File: src/rtl/regs_dump_pkg.sv
// Shared types and constants for the picoMIPS register-file dump reader.
package regs_dump_pkg;

    // Dump sequencer states
    typedef enum logic [1:0] {IDLE, FETCH, SEND, DONE} dump_state_t;

    localparam int NREGS  = 32;
    localparam int ADDR_W = 5;

endpackage : regs_dump_pkg

File: src/rtl/regs_dump.sv
// regs_dump: debug reader that walks the register file through the shared
// Raddr1/Rdata1 port and streams (addr, data) pairs over valid/ready while
// holding the CPU stalled.
// Build option: define REGS_DUMP_SKIP_ZERO_EN to start the walk at %1
// instead of %0 (the hard-wired zero register is then never fetched).
module regs_dump
    import regs_dump_pkg::*;
#(
    parameter int n        = 8,
    parameter int LAST_REG = 31
) (
    input  logic              clk,
    input  logic              reset,
    input  logic              start,
    output logic [ADDR_W-1:0] Raddr,
    input  logic [n-1:0]      Rdata,
    output logic [n-1:0]      dout,
    output logic [ADDR_W-1:0] daddr,
    output logic              dvalid,
    input  logic              dready,
    output logic              hold,
    output logic              done
);

`ifdef REGS_DUMP_SKIP_ZERO_EN
    localparam logic [ADDR_W-1:0] FIRST = ADDR_W'(1);
`else
    localparam logic [ADDR_W-1:0] FIRST = ADDR_W'(0);
`endif
    localparam logic [ADDR_W-1:0] LAST_A = ADDR_W'(LAST_REG);

    dump_state_t       state_q;
    logic [ADDR_W-1:0] raddr_q;
    logic [n-1:0]      dout_q;
    logic [ADDR_W-1:0] daddr_q;
    logic              dvalid_q;
    logic              hold_q;
    logic              done_q;

    // Dump sequencer: every output is a register updated here
    always_ff @(posedge clk) begin
        if (reset) begin
            state_q  <= IDLE;
            raddr_q  <= '0;
            dout_q   <= '0;
            daddr_q  <= '0;
            dvalid_q <= 1'b0;
            hold_q   <= 1'b0;
            done_q   <= 1'b0;
        end else begin
            case (state_q)
                IDLE: begin
                    done_q <= 1'b0;
                    if (start) begin
                        raddr_q <= FIRST;
                        hold_q  <= 1'b1;
                        state_q <= FETCH;
                    end
                end
                FETCH: begin
                    // regs read is combinational, so Rdata already matches raddr_q
                    dout_q   <= Rdata;
                    daddr_q  <= raddr_q;
                    dvalid_q <= 1'b1;
                    state_q  <= SEND;
                end
                SEND: begin
                    if (dready) begin
                        dvalid_q <= 1'b0;
                        if (raddr_q == LAST_A) begin
                            state_q <= DONE;
                        end else begin
                            raddr_q <= raddr_q + ADDR_W'(1);
                            state_q <= FETCH;
                        end
                    end
                end
                DONE: begin
                    done_q  <= 1'b1;
                    hold_q  <= 1'b0;
                    state_q <= IDLE;
                end
                default: state_q <= IDLE;
            endcase
        end
    end

    assign Raddr  = raddr_q;
    assign dout   = dout_q;
    assign daddr  = daddr_q;
    assign dvalid = dvalid_q;
    assign hold   = hold_q;
    assign done   = done_q;

endmodule : regs_dump
File: config.mk
export PLATFORM = sky130hd
export DESIGN_NAME = regs_dump
export DESIGN_NICKNAME = d
export VERILOG_FILES = /design/src/rtl/regs_dump_pkg.sv /design/src/rtl/regs_dump.sv
export SDC_FILE = /design/constraint.sdc
export NUM_CORES = 1
export LEC_CHECK = 0
export BUFFER_PORTS_ARGS = -buffer_cell sky130_fd_sc_hd__buf_4
export CORE_ASPECT_RATIO = 0.8
export CORE_MARGIN = 4
export CORE_UTILIZATION = 44
export DETAILED_ROUTE_END_ITERATION = 8
export MAX_ROUTING_LAYER = met4
export PLACE_DENSITY = 0.82
export SYNTH_ARGS = -nofsm -noshare
export SYNTH_HDL_FRONTEND = slang
export SYNTH_SLANG_ARGS = --single-unit
File: constraint.sdc
create_clock -name clk -period 1.6 [get_ports clk]
set_input_delay 0.24 -clock clk [delete_from_list [all_inputs] [get_ports clk]]
set_output_delay 0.24 -clock clk [all_outputs]
set_load 0.01 [all_outputs]
==> flow_metrics.tcl, run 1 <==
set metrics [dict create \
    outcome "completed" \
    hpwlAfterDp_um 1710 \
    synth_fp_nets 122 \
    synth_top_area_share_pct 45.5 \
    insertion_delay_ns 0.30 \
    crit_end "Raddr[1]" \
    hold_ws_ns 0.162 \
    yosysSeqAreaShare_pct 45.5 \
    ant_nets 0 \
    routabilityCongestion 0.814 \
    endpoint_kind "flop" \
    fillers 192 \
    r2r_end "Raddr[1]" \
    async_flop_share_pct 0 \
    fp.dieArea_um2 3140 \
    fin_crit_sh_pct 96.0 \
    syn_inst 103 \
    synth_most_common_cell "dfxtp_1" \
    clock-sinks 23 \
    hp-class "in -> reg" \
    grt_pass1_vias 854 \
    cts_tree "yes" \
    die_w_um 61.6 \
    start_kind "flop" \
    synth_common_cells "23 x dfxtp_1, 22 x nor2_1, 16 x mux2i_1, 7 x ha_1, 5 x inv_1" \
    ys_ff_latch 23 \
    critPathKind "reg -> reg" \
    port_buffers 32 \
    post_cts_buffers 0 \
    p_total_w 0.00143 \
    cts-htree-levels 1 \
    dp_slack_ns -0.0156 \
    root_buffer "clkbuf_4" \
    ios 33 \
    clkTransAtPathRegs_ns 0.12 \
    powerDensity_nw_per_um2 1020 \
    r2r_slack_ns 0.06 \
    layout.cells.non_filler 165 \
    worstPathArrival_ns 1.73 \
    synth_top_cells_by_area "dfxtp_1 45%, mux2i_1 16%, ha_1 8.7%" \
    fin_crit_ns 1.54 \
    place_inst 161 \
    grt_overflow 0 \
    relSlewSlack_pct 77.2 \
    grt.total_usage_pct 16.2 \
    clk_path_buf_depth 2 \
    synth_area_um2 1010 \
    hold_viol 0 \
    multi_input_area_um2 569 \
    worst_pin_slew_ns 0.342 \
    setup_slack_ns 0.0637 \
    row_count 15 \
    cts-hold-fix-buffers 0 \
    area_delta_synth_final_pct 38.1 \
    p_leak_nw 0.614 \
    drive_gt1_share_pct 40.0 \
    fin_skew_ns 0.00297 \
    nets 160 \
    crit_path_max_fanout 3 \
    hp-start "Rdata[7]" \
    synth_cell_types 24 \
    first_iter_violations 21 \
    start_util_pct 46.5 \
    antennaDiodeCount 0 \
    register_area_um2 465 \
    ir_drop_mv 0.764 \
    cts_buffers 3 \
    yosys_warnings 0 \
    die_h_um 50.9 \
    synth_top_cell_by_area "dfxtp_1" \
    avgSynthCellArea_um2 9.83 \
    route.detailed.drc 0 \
    routed_wl_um 2260 \
    required_ns 1.80 \
    coreArea_um2 2180 \
    grt_pass1_wl_um 3650 \
    r2r_cells 7 \
    clock.fmax_ghz 0.651 \
    vias 800 \
    viasPerCell 4.85 \
    drtPass1Iterations 4 \
    fin_tns_setup_ns 0 \
    synth_edf_count 0 \
    cap_viol_max_count 0 \
    cp-startpoint "Raddr[0]" \
    r2r_start "Raddr[0]" \
    wl_per_cell_um 13.7 \
    ys_dominant_reg_cell "dfxtp_1" \
    finalMaxSlewViolations 0 \
    setup_violations 0 \
    grt_max_degree 20 \
    grt_antenna_before_repair 0 \
]
-- layout by cell type (no fill, tap or decap), drive strengths merged --
cell | synthesis | final
dfxtp | 23 | 23
nor3 | 2 | 2
nor2 | 22 | 22
o21a | 1 | 1
o21ai | 1 | 1
clkbuf | 2 | 3
a211oi | 2 | 2
clkinv | 0 | 1
mux2i | 17 | 17
xnor2 | 3 | 3
nand2b | 1 | 1
ha | 7 | 7
nor2b | 2 | 2
nand2 | 3 | 3
buf | 3 | 38
inv | 5 | 5
a21o | 1 | 1
a21oi | 4 | 4
and3 | 1 | 1
nand3 | 2 | 2
o21bai | 1 | 1
-- worst max-delay path, stage by stage, from the launching register on --
cell	delay (ns)
dfxtp_2	0.36
ha_4	0.16
and3_4	0.15
ha_4	0.15
nand2b_4	0.17
a21oi_4	0.18
mux2i_1	0.21
nor2_1	0.05
-- report_power, final --
group	total, W	internal [W]	switching, W	leakage, nW
clock network	0.000261	0.0000933	0.000168	0.0177
registers	0.000674	0.000635	0.0000397	0.189
logic	0.000490	0.000250	0.000240	0.408
total	0.00143	0.000978	0.000448	0.614
-- worst min path at each step --
stage	to	slack [ns]	depth (start not counted)
4_1_cts	dout[7]	0.15	3
3_3_place_gp	dout[6]	0.47	3
2_1_floorplan	dout[2]	0.39	2
5_1_grt	dout[0]	0.17	3
6_report	dout[7]	0.16	3
3_5_place_dp	dvalid	0.48	2
-- kinds of logic (layout without fill, tap and decap cells) --
kind of cell	after synthesis	in the layout	synth area share, %
AO/OA/AOI/OAI	10	10	7.54
XOR/XNOR	3	3	2.60
adder cells (fa/ha/maj)	7	7	8.65
buffers and inverters	10	47	4.57
flip-flops	23	23	45.5
multiplexers	17	17	17.2
AND/OR/NAND/NOR	33	33	14.0
-- per-layer routing --
| layer | up-vias | wire (µm) | part of all wire [%] | track usage (%) |
|---|---|---|---|---|
| met5 | - | 0 | 0 | - |
| met4 | 0 | 32 | 1.4 | 6.01 |
| met3 | 4 | 123 | 5.4 | 4.04 |
| met2 | 23 | 1060 | 47 | 24.6 |
| met1 | 363 | 1040 | 46 | 20.6 |
| li1 | 410 | - | - | - |
-- flip-flops by register name, indices dropped and copies added (netlist names) --
| name | flops |
|---|---|
| Raddr | 5 |
| hold | 1 |
| state_q | 2 |
| dout | 8 |
| done | 1 |
| daddr | 5 |
| dvalid | 1 |
-- final cells by class --
cell class	count	share of cell area [%]
Timing Repair Buffer	38	20.4
Sequential cell	23	33.3
Multi-Input combinational cell	70	40.7
Inverter	5	1.34
Clock buffer	3	1.61
Tap cell	25	2.24
Clock inverter	1	0.358
-- what timing repair did --
item                                    4_1_cts  5_1_grt
endpoints found under the setup margin        4        7
pin swaps                                     3        5
gates resized for setup                       4        7
-- metrics by stage --
| step | area (µm²) | util, % |
|---|---|---|
| after floorplan | 1030 | - |
| after global placement | 1320 | 60.5 |
| after detailed placement | 1320 | 60.5 |
| after CTS | 1370 | 62.7 |
| after global routing | 1400 | 64.2 |
| final | 1400 | 64.2 |
(Power assumes the default switching activity.)
==> run 2: changes to the inputs <==
--- a/config.mk
+++ b/config.mk
@@ -5,13 +5,14 @@
 export SDC_FILE = /design/constraint.sdc
 export NUM_CORES = 1
 export LEC_CHECK = 0
+export ABC_AREA = 1
 export BUFFER_PORTS_ARGS = -buffer_cell sky130_fd_sc_hd__buf_4
 export CORE_ASPECT_RATIO = 0.8
 export CORE_MARGIN = 4
-export CORE_UTILIZATION = 44
+export CORE_UTILIZATION = 43
 export DETAILED_ROUTE_END_ITERATION = 8
 export MAX_ROUTING_LAYER = met4
-export PLACE_DENSITY = 0.82
+export PLACE_DENSITY_LB_ADDON = 0.12
 export SYNTH_ARGS = -nofsm -noshare
 export SYNTH_HDL_FRONTEND = slang
 export SYNTH_SLANG_ARGS = --single-unit
==> run 2 against run 1 <==
Net effect:
- setup slack improved by 0.049 ns
- synthesized cell count grew 26%
- via count rose by 14%
- count of clock-buffer cells in the layout increased by 1
- final cell count is 15% higher
- power increased by 11%
- sequential power rose by 8.3%
- wire length decreased by 4.9%
- clock power grew 2%
- critical path depth rose by 3
- combinational power rose by 20%
==> flow_metrics.tcl, run 2 <==
set metrics [dict create \
    root_buffer "clkbuf_4" \
    p_leak_nw 0.598 \
    yosys_warnings 0 \
    die_h_um 51.2 \
    viasPerCell 4.81 \
    nets 184 \
    first_iter_violations 21 \
    fp.dieArea_um2 3170 \
    grt_antenna_before_repair 0 \
    synth_cell_types 19 \
    area_delta_synth_final_pct 32.5 \
    finalMaxSlewViolations 0 \
    yosysSeqAreaShare_pct 45.9 \
    cts_tree "yes" \
    grt_pass1_wl_um 3410 \
    critPathKind "reg -> reg" \
    fin_tns_setup_ns 0 \
    cts-htree-levels 1 \
    ant_nets 0 \
    coreArea_um2 2200 \
    clkTransAtPathRegs_ns 0.12 \
    clock.fmax_ghz 0.672 \
    gr-max-usage-layer "met1" \
    hpwlAfterDp_um 1580 \
    use_met1_pct 20.5 \
    required_ns 1.82 \
    setup_slack_ns 0.112 \
    hp-class "in -> reg" \
    synth_top_cell_by_area "dfxtp_1" \
    start_kind "flop" \
    drtPass1Iterations 5 \
    grt_overflow 0 \
    die_w_um 62.0 \
    wl_per_cell_um 11.4 \
    final_common_cell "buf_4" \
    setup_violations 0 \
    routabilityCongestion 0.835 \
    powerDensity_nw_per_um2 1190 \
    fin_skew_ns 0.00351 \
    worst_pin_slew_ns 0.360 \
    grt_util_met2_pct 20.0 \
    insertion_delay_ns 0.31 \
    worstPathArrival_ns 1.70 \
    largest_reg_flops 8 \
    gr-usage-met3_pct 5.30 \
    cts_buffers 3 \
    route.detailed.drc 0 \
    fin_crit_sh_pct 93.0 \
    ir_drop_mv 0.819 \
    async_flop_share_pct 0 \
    antennaDiodeCount 0 \
    clk_path_buf_depth 2 \
    synth_top_area_share_pct 45.9 \
    synth_edf_count 0 \
    synth_most_common_cell "nand2_1" \
    layout.cells.non_filler 189 \
    grt_max_degree 21 \
    cp_slowest_cell "dfxtp_4" \
    ys_dominant_reg_cell "dfxtp_1" \
    synth_fp_nets 149 \
    synth_area_um2 1000 \
    fin_crit_ns 1.49 \
    port_buffers 32 \
    crit_path_max_fanout 4 \
    clock-sinks 23 \
    syn_inst 130 \
    cts-hold-fix-buffers 0 \
    fin_util_pct 60.5 \
    multi_input_area_um2 483 \
    start_util_pct 45.6 \
    relSlewSlack_pct 75.9 \
    avgSynthCellArea_um2 7.71 \
    crit_family "simple AND/OR/NAND/NOR gates" \
    row_count 15 \
    cap_viol_max_count 0 \
    slowest_delay_ns 0.38 \
    hold_viol 0 \
    vias 909 \
    endpoint_kind "flop" \
    synth_common_cells "29 x nand2_1, 23 x dfxtp_1, 17 x nor2_1, 13 x a21oi_1, 11 x inv_1" \
    path_cells "ha_2, nand2_2, nor2_1, ha_1, nand2_1, inv_1, nor2_2, nand2_2, o21ai_1, nor2_1" \
    grt.total_usage_pct 14.3 \
    register_area_um2 467 \
    dp_slack_ns 0.0433 \
    ios 33 \
    place_inst 184 \
    fillers 192 \
    grt_pass1_vias 789 \
    critPathBufInv 1 \
    outcome "completed" \
    ys_ff_latch 23 \
    drive_gt1_share_pct 31.1 \
    routed_wl_um 2150 \
    synth_top_cells_by_area "dfxtp_1 46%, nand2_1 11%, ha_1 8.7%" \
    most-common-layout-cells "33 x buf_4, 28 x nand2_1, 20 x dfxtp_1" \
]
[run 2: final timing paths]
path | startpoint | end | slack, ns | cells past startpoint
hold / removal | Rdata[2] | dout[2] | 0.17 | 3
setup reg to reg | Raddr[0] | Raddr[4] | 0.11 | 10
setup / recovery | Raddr[0] | Raddr[4] | 0.11 | 10
hold reg to reg | dout[0] | dout[0] | 0.47 | 2
[run 2: layer usage]
layer / vias up / part of all wire [%]
met1: 402 / 50
met3: 0 / 6.6
li1: 482 / -
met5: - / 0
met4: 0 / 0
met2: 25 / 44
[run 2: area by class of cell]
class | count | area share (%)
clock buffers | 4 | 1.98
multi-input cells | 89 | 36.4
inverters | 14 | 3.96
repair buffers | 34 | 20.2
flip-flops and latches | 23 | 35.2
well taps | 25 | 2.36
[run 2: power by group]
group / internal, W / switching [W]
logic: 0.000269 / 0.000318
clock network: 0.0000973 / 0.000168
registers: 0.000667 / 0.0000625
total: 0.00103 / 0.000549
[run 2: what timing repair did]
action                     in CTS  in global routing
gates resized for setup         0                  8
buffers inserted                0                  1
setup endpoints to repair       0                  5
[run 2: cell families (layout without fill, tap and decap cells)]
family,Yosys count,in the layout,synth area share [%]
buffers and inverters,18,52,7.24
and+or+nand+nor,55,55,22.3
muxes,1,1,0.999
AOI/OAI and AO/OA,26,26,14.7
DFF,23,23,45.9
adders and majority gates,7,7,8.74
[run 2: tightest hold or removal path, cell delays in order]
cell and delay, ns:
buf_4 0.11, nand2_1 0.04, a21oi_1 0.05
[run 2: through the flow]
stage,total power [W],hold WS [ns],cell area [µm²]
6_report,0.00158,0.170,1330
5_1_grt,0.00170,0.154,1330
4_1_cts,0.00157,0.161,1300
3_5_place_dp,0.00130,0.453,1270
3_3_place_gp,0.00129,0.449,1270
2_1_floorplan,0.00107,0.380,1000
==> run 3: changes to the inputs <==
--- a/config.mk
+++ b/config.mk
@@ -12,7 +12,7 @@
 export CORE_UTILIZATION = 43
 export DETAILED_ROUTE_END_ITERATION = 8
 export MAX_ROUTING_LAYER = met4
-export PLACE_DENSITY_LB_ADDON = 0.12
+export PLACE_DENSITY = 0.76
 export SYNTH_ARGS = -nofsm -noshare
 export SYNTH_HDL_FRONTEND = slang
 export SYNTH_SLANG_ARGS = --single-unit
==> run 3 against run 2 <==
Net effect:
- sequential power is essentially flat
- flip-flop and latch count is the same
- worst hold slack better by 0.0084 ns
- critical path depth down 1
- setup slack worse by 0.026 ns
- first-iteration DRC count down 43%
- largest cell class unchanged
==> flow_metrics.tcl, run 3 (synthesized netlist as in run 2, its figures left out) <==
set metrics [dict create \
    clk_path_buf_depth 2 \
    most-common-layout-cells "34 x buf_4, 27 x nand2_1, 20 x dfxtp_1" \
    place_inst 184 \
    grt_setup_unrepaired "no" \
    antennaDiodeCount 0 \
    clkTransAtPathRegs_ns 0.12 \
    routabilityCongestion 0.774 \
    ir_drop_mv 0.918 \
    start_kind "flop" \
    required_ns 1.81 \
    insertion_delay_ns 0.31 \
    cts_buffers 3 \
    fillers 189 \
    slowest_delay_ns 0.38 \
    drive_gt1_share_pct 34.1 \
    outcome "completed" \
    switching_share_pct 35.3 \
    layout.cells.non_filler 189 \
    clockPowerShare_pct 16.7 \
    final_common_cell "buf_4" \
    viasPerCell 4.92 \
    multi_input_area_um2 498 \
    fin_crit_ns 1.51 \
    hold_viol 0 \
    crit_path_max_fanout 5 \
    p_seq_share_pct 46.0 \
    relSlewSlack_pct 80.1 \
    drtPass1Iterations 4 \
    fin_tns_setup_ns 0 \
    finalMaxSlewViolations 0 \
    clock.fmax_ghz 0.661 \
    worst_pin_slew_ns 0.297 \
    port_buffers 32 \
    p_leak_nw 0.593 \
    powerDensity_nw_per_um2 1190 \
    route.detailed.drc 0 \
    routed_wl_um 2290 \
    largest_reg_flops 8 \
    ios 33 \
    start_util_pct 45.6 \
    row_count 15 \
    clock-sinks 23 \
    vias 929 \
    endpoint_kind "flop" \
    fin_crit_sh_pct 94.6 \
    wl_per_cell_um 12.1 \
    hp-class "in -> reg" \
    grt.total_usage_pct 15.2 \
    first_iter_violations 12 \
    die_w_um 62.0 \
    cap_viol_max_count 0 \
    nets 184 \
    critPathKind "reg -> reg" \
    cp_slowest_cell "dfxtp_4" \
    fin_skew_ns 0.00793 \
    cts_tree "yes" \
    comb_power_share_pct 37.3 \
    grt_pass1_vias 839 \
    register_area_um2 467 \
    worstPathArrival_ns 1.73 \
    root_buffer "clkbuf_4" \
    cts-htree-levels 1 \
    die_h_um 51.2 \
    grt_pass1_wl_um 3630 \
    cts-hold-fix-buffers 0 \
    path_cells "ha_2, nand2_2, nor2_1, ha_1, nand2_2, o21ai_1, nor2_4, o21ai_1, nor2_1" \
    power_switching_w 0.000558 \
    fp.dieArea_um2 3170 \
    ant_nets 0 \
    grt_max_degree 21 \
    crit_family "flip-flops" \
    critPathBufInv 0 \
    coreArea_um2 2200 \
    grt_antenna_before_repair 0 \
    cell_internal_pwr_w 0.00102 \
    setup_violations 0 \
    hpwlAfterDp_um 1710 \
    grt_overflow 0 \
    area_delta_synth_final_pct 32.7 \
]
[run 3: final cells by class]
cell class,count,area share (%)
multi-input cells,89,37.4
inverters,14,3.95
flip-flops and latches,23,35.1
well taps,25,2.35
repair buffers,34,19.2
clock buffers,4,1.98
[run 3: layer usage]
| layer | global-route usage, % | share of wire (%) | vias to the layer above |
|---|---|---|---|
| met5 | - | 0 | - |
| met4 | 2.12 | 1.4 | 0 |
| met3 | 4.55 | 5.0 | 4 |
| met2 | 25.2 | 50 | 21 |
| met1 | 18.6 | 44 | 418 |
| li1 | - | - | 486 |
[run 3: repair_timing]
action | in CTS | in global routing
gates resized for setup | 0 | 13
pin swaps | 1 | 3
endpoints found under the setup margin | 1 | 5
cloned | 0 | 0
setup buffers | 0 | 1
[run 3: path summary, 6_finish.rpt]
check | from | cells past startpoint | to | slack [ns]
max reg2reg | Raddr[0] | 9 | Raddr[0] | 0.09
min reg2reg | dout[2] | 2 | dout[2] | 0.47
max | Raddr[0] | 9 | Raddr[0] | 0.09
min | Rdata[2] | 3 | dout[2] | 0.18
[run 3: worst register-to-register path: cells and delay by family (launching register included)]
family	cells	cell delay [ns]
compound gates	2	0.32
flops	1	0.38
fa+ha+maj	2	0.37
simple gates	5	0.35
[run 3: power by group through the flow]
stage                     Clock (W)  Sequential, W  Combinational, W
after global placement            0       0.000732          0.000534
final                      0.000264       0.000728          0.000590
after detailed placement          0       0.000737          0.000549
after global routing       0.000309       0.000741          0.000661
after CTS                  0.000279       0.000724          0.000550
after floorplan                   0       0.000768          0.000300
[run 3: through the flow]
step           total power, W  util (%)  cell area (µm²)  hold WS [ns]  setup WS [ns]
2_1_floorplan         0.00107         -             1000         0.380          0.146
3_3_place_gp          0.00127      57.4             1260         0.450          0.117
3_5_place_dp          0.00129      57.4             1260         0.455        0.00662
4_1_cts               0.00155      58.6             1290         0.169        0.00759
5_1_grt               0.00171      60.6             1330         0.165        0.00303
6_report              0.00158      60.6             1330         0.178         0.0864
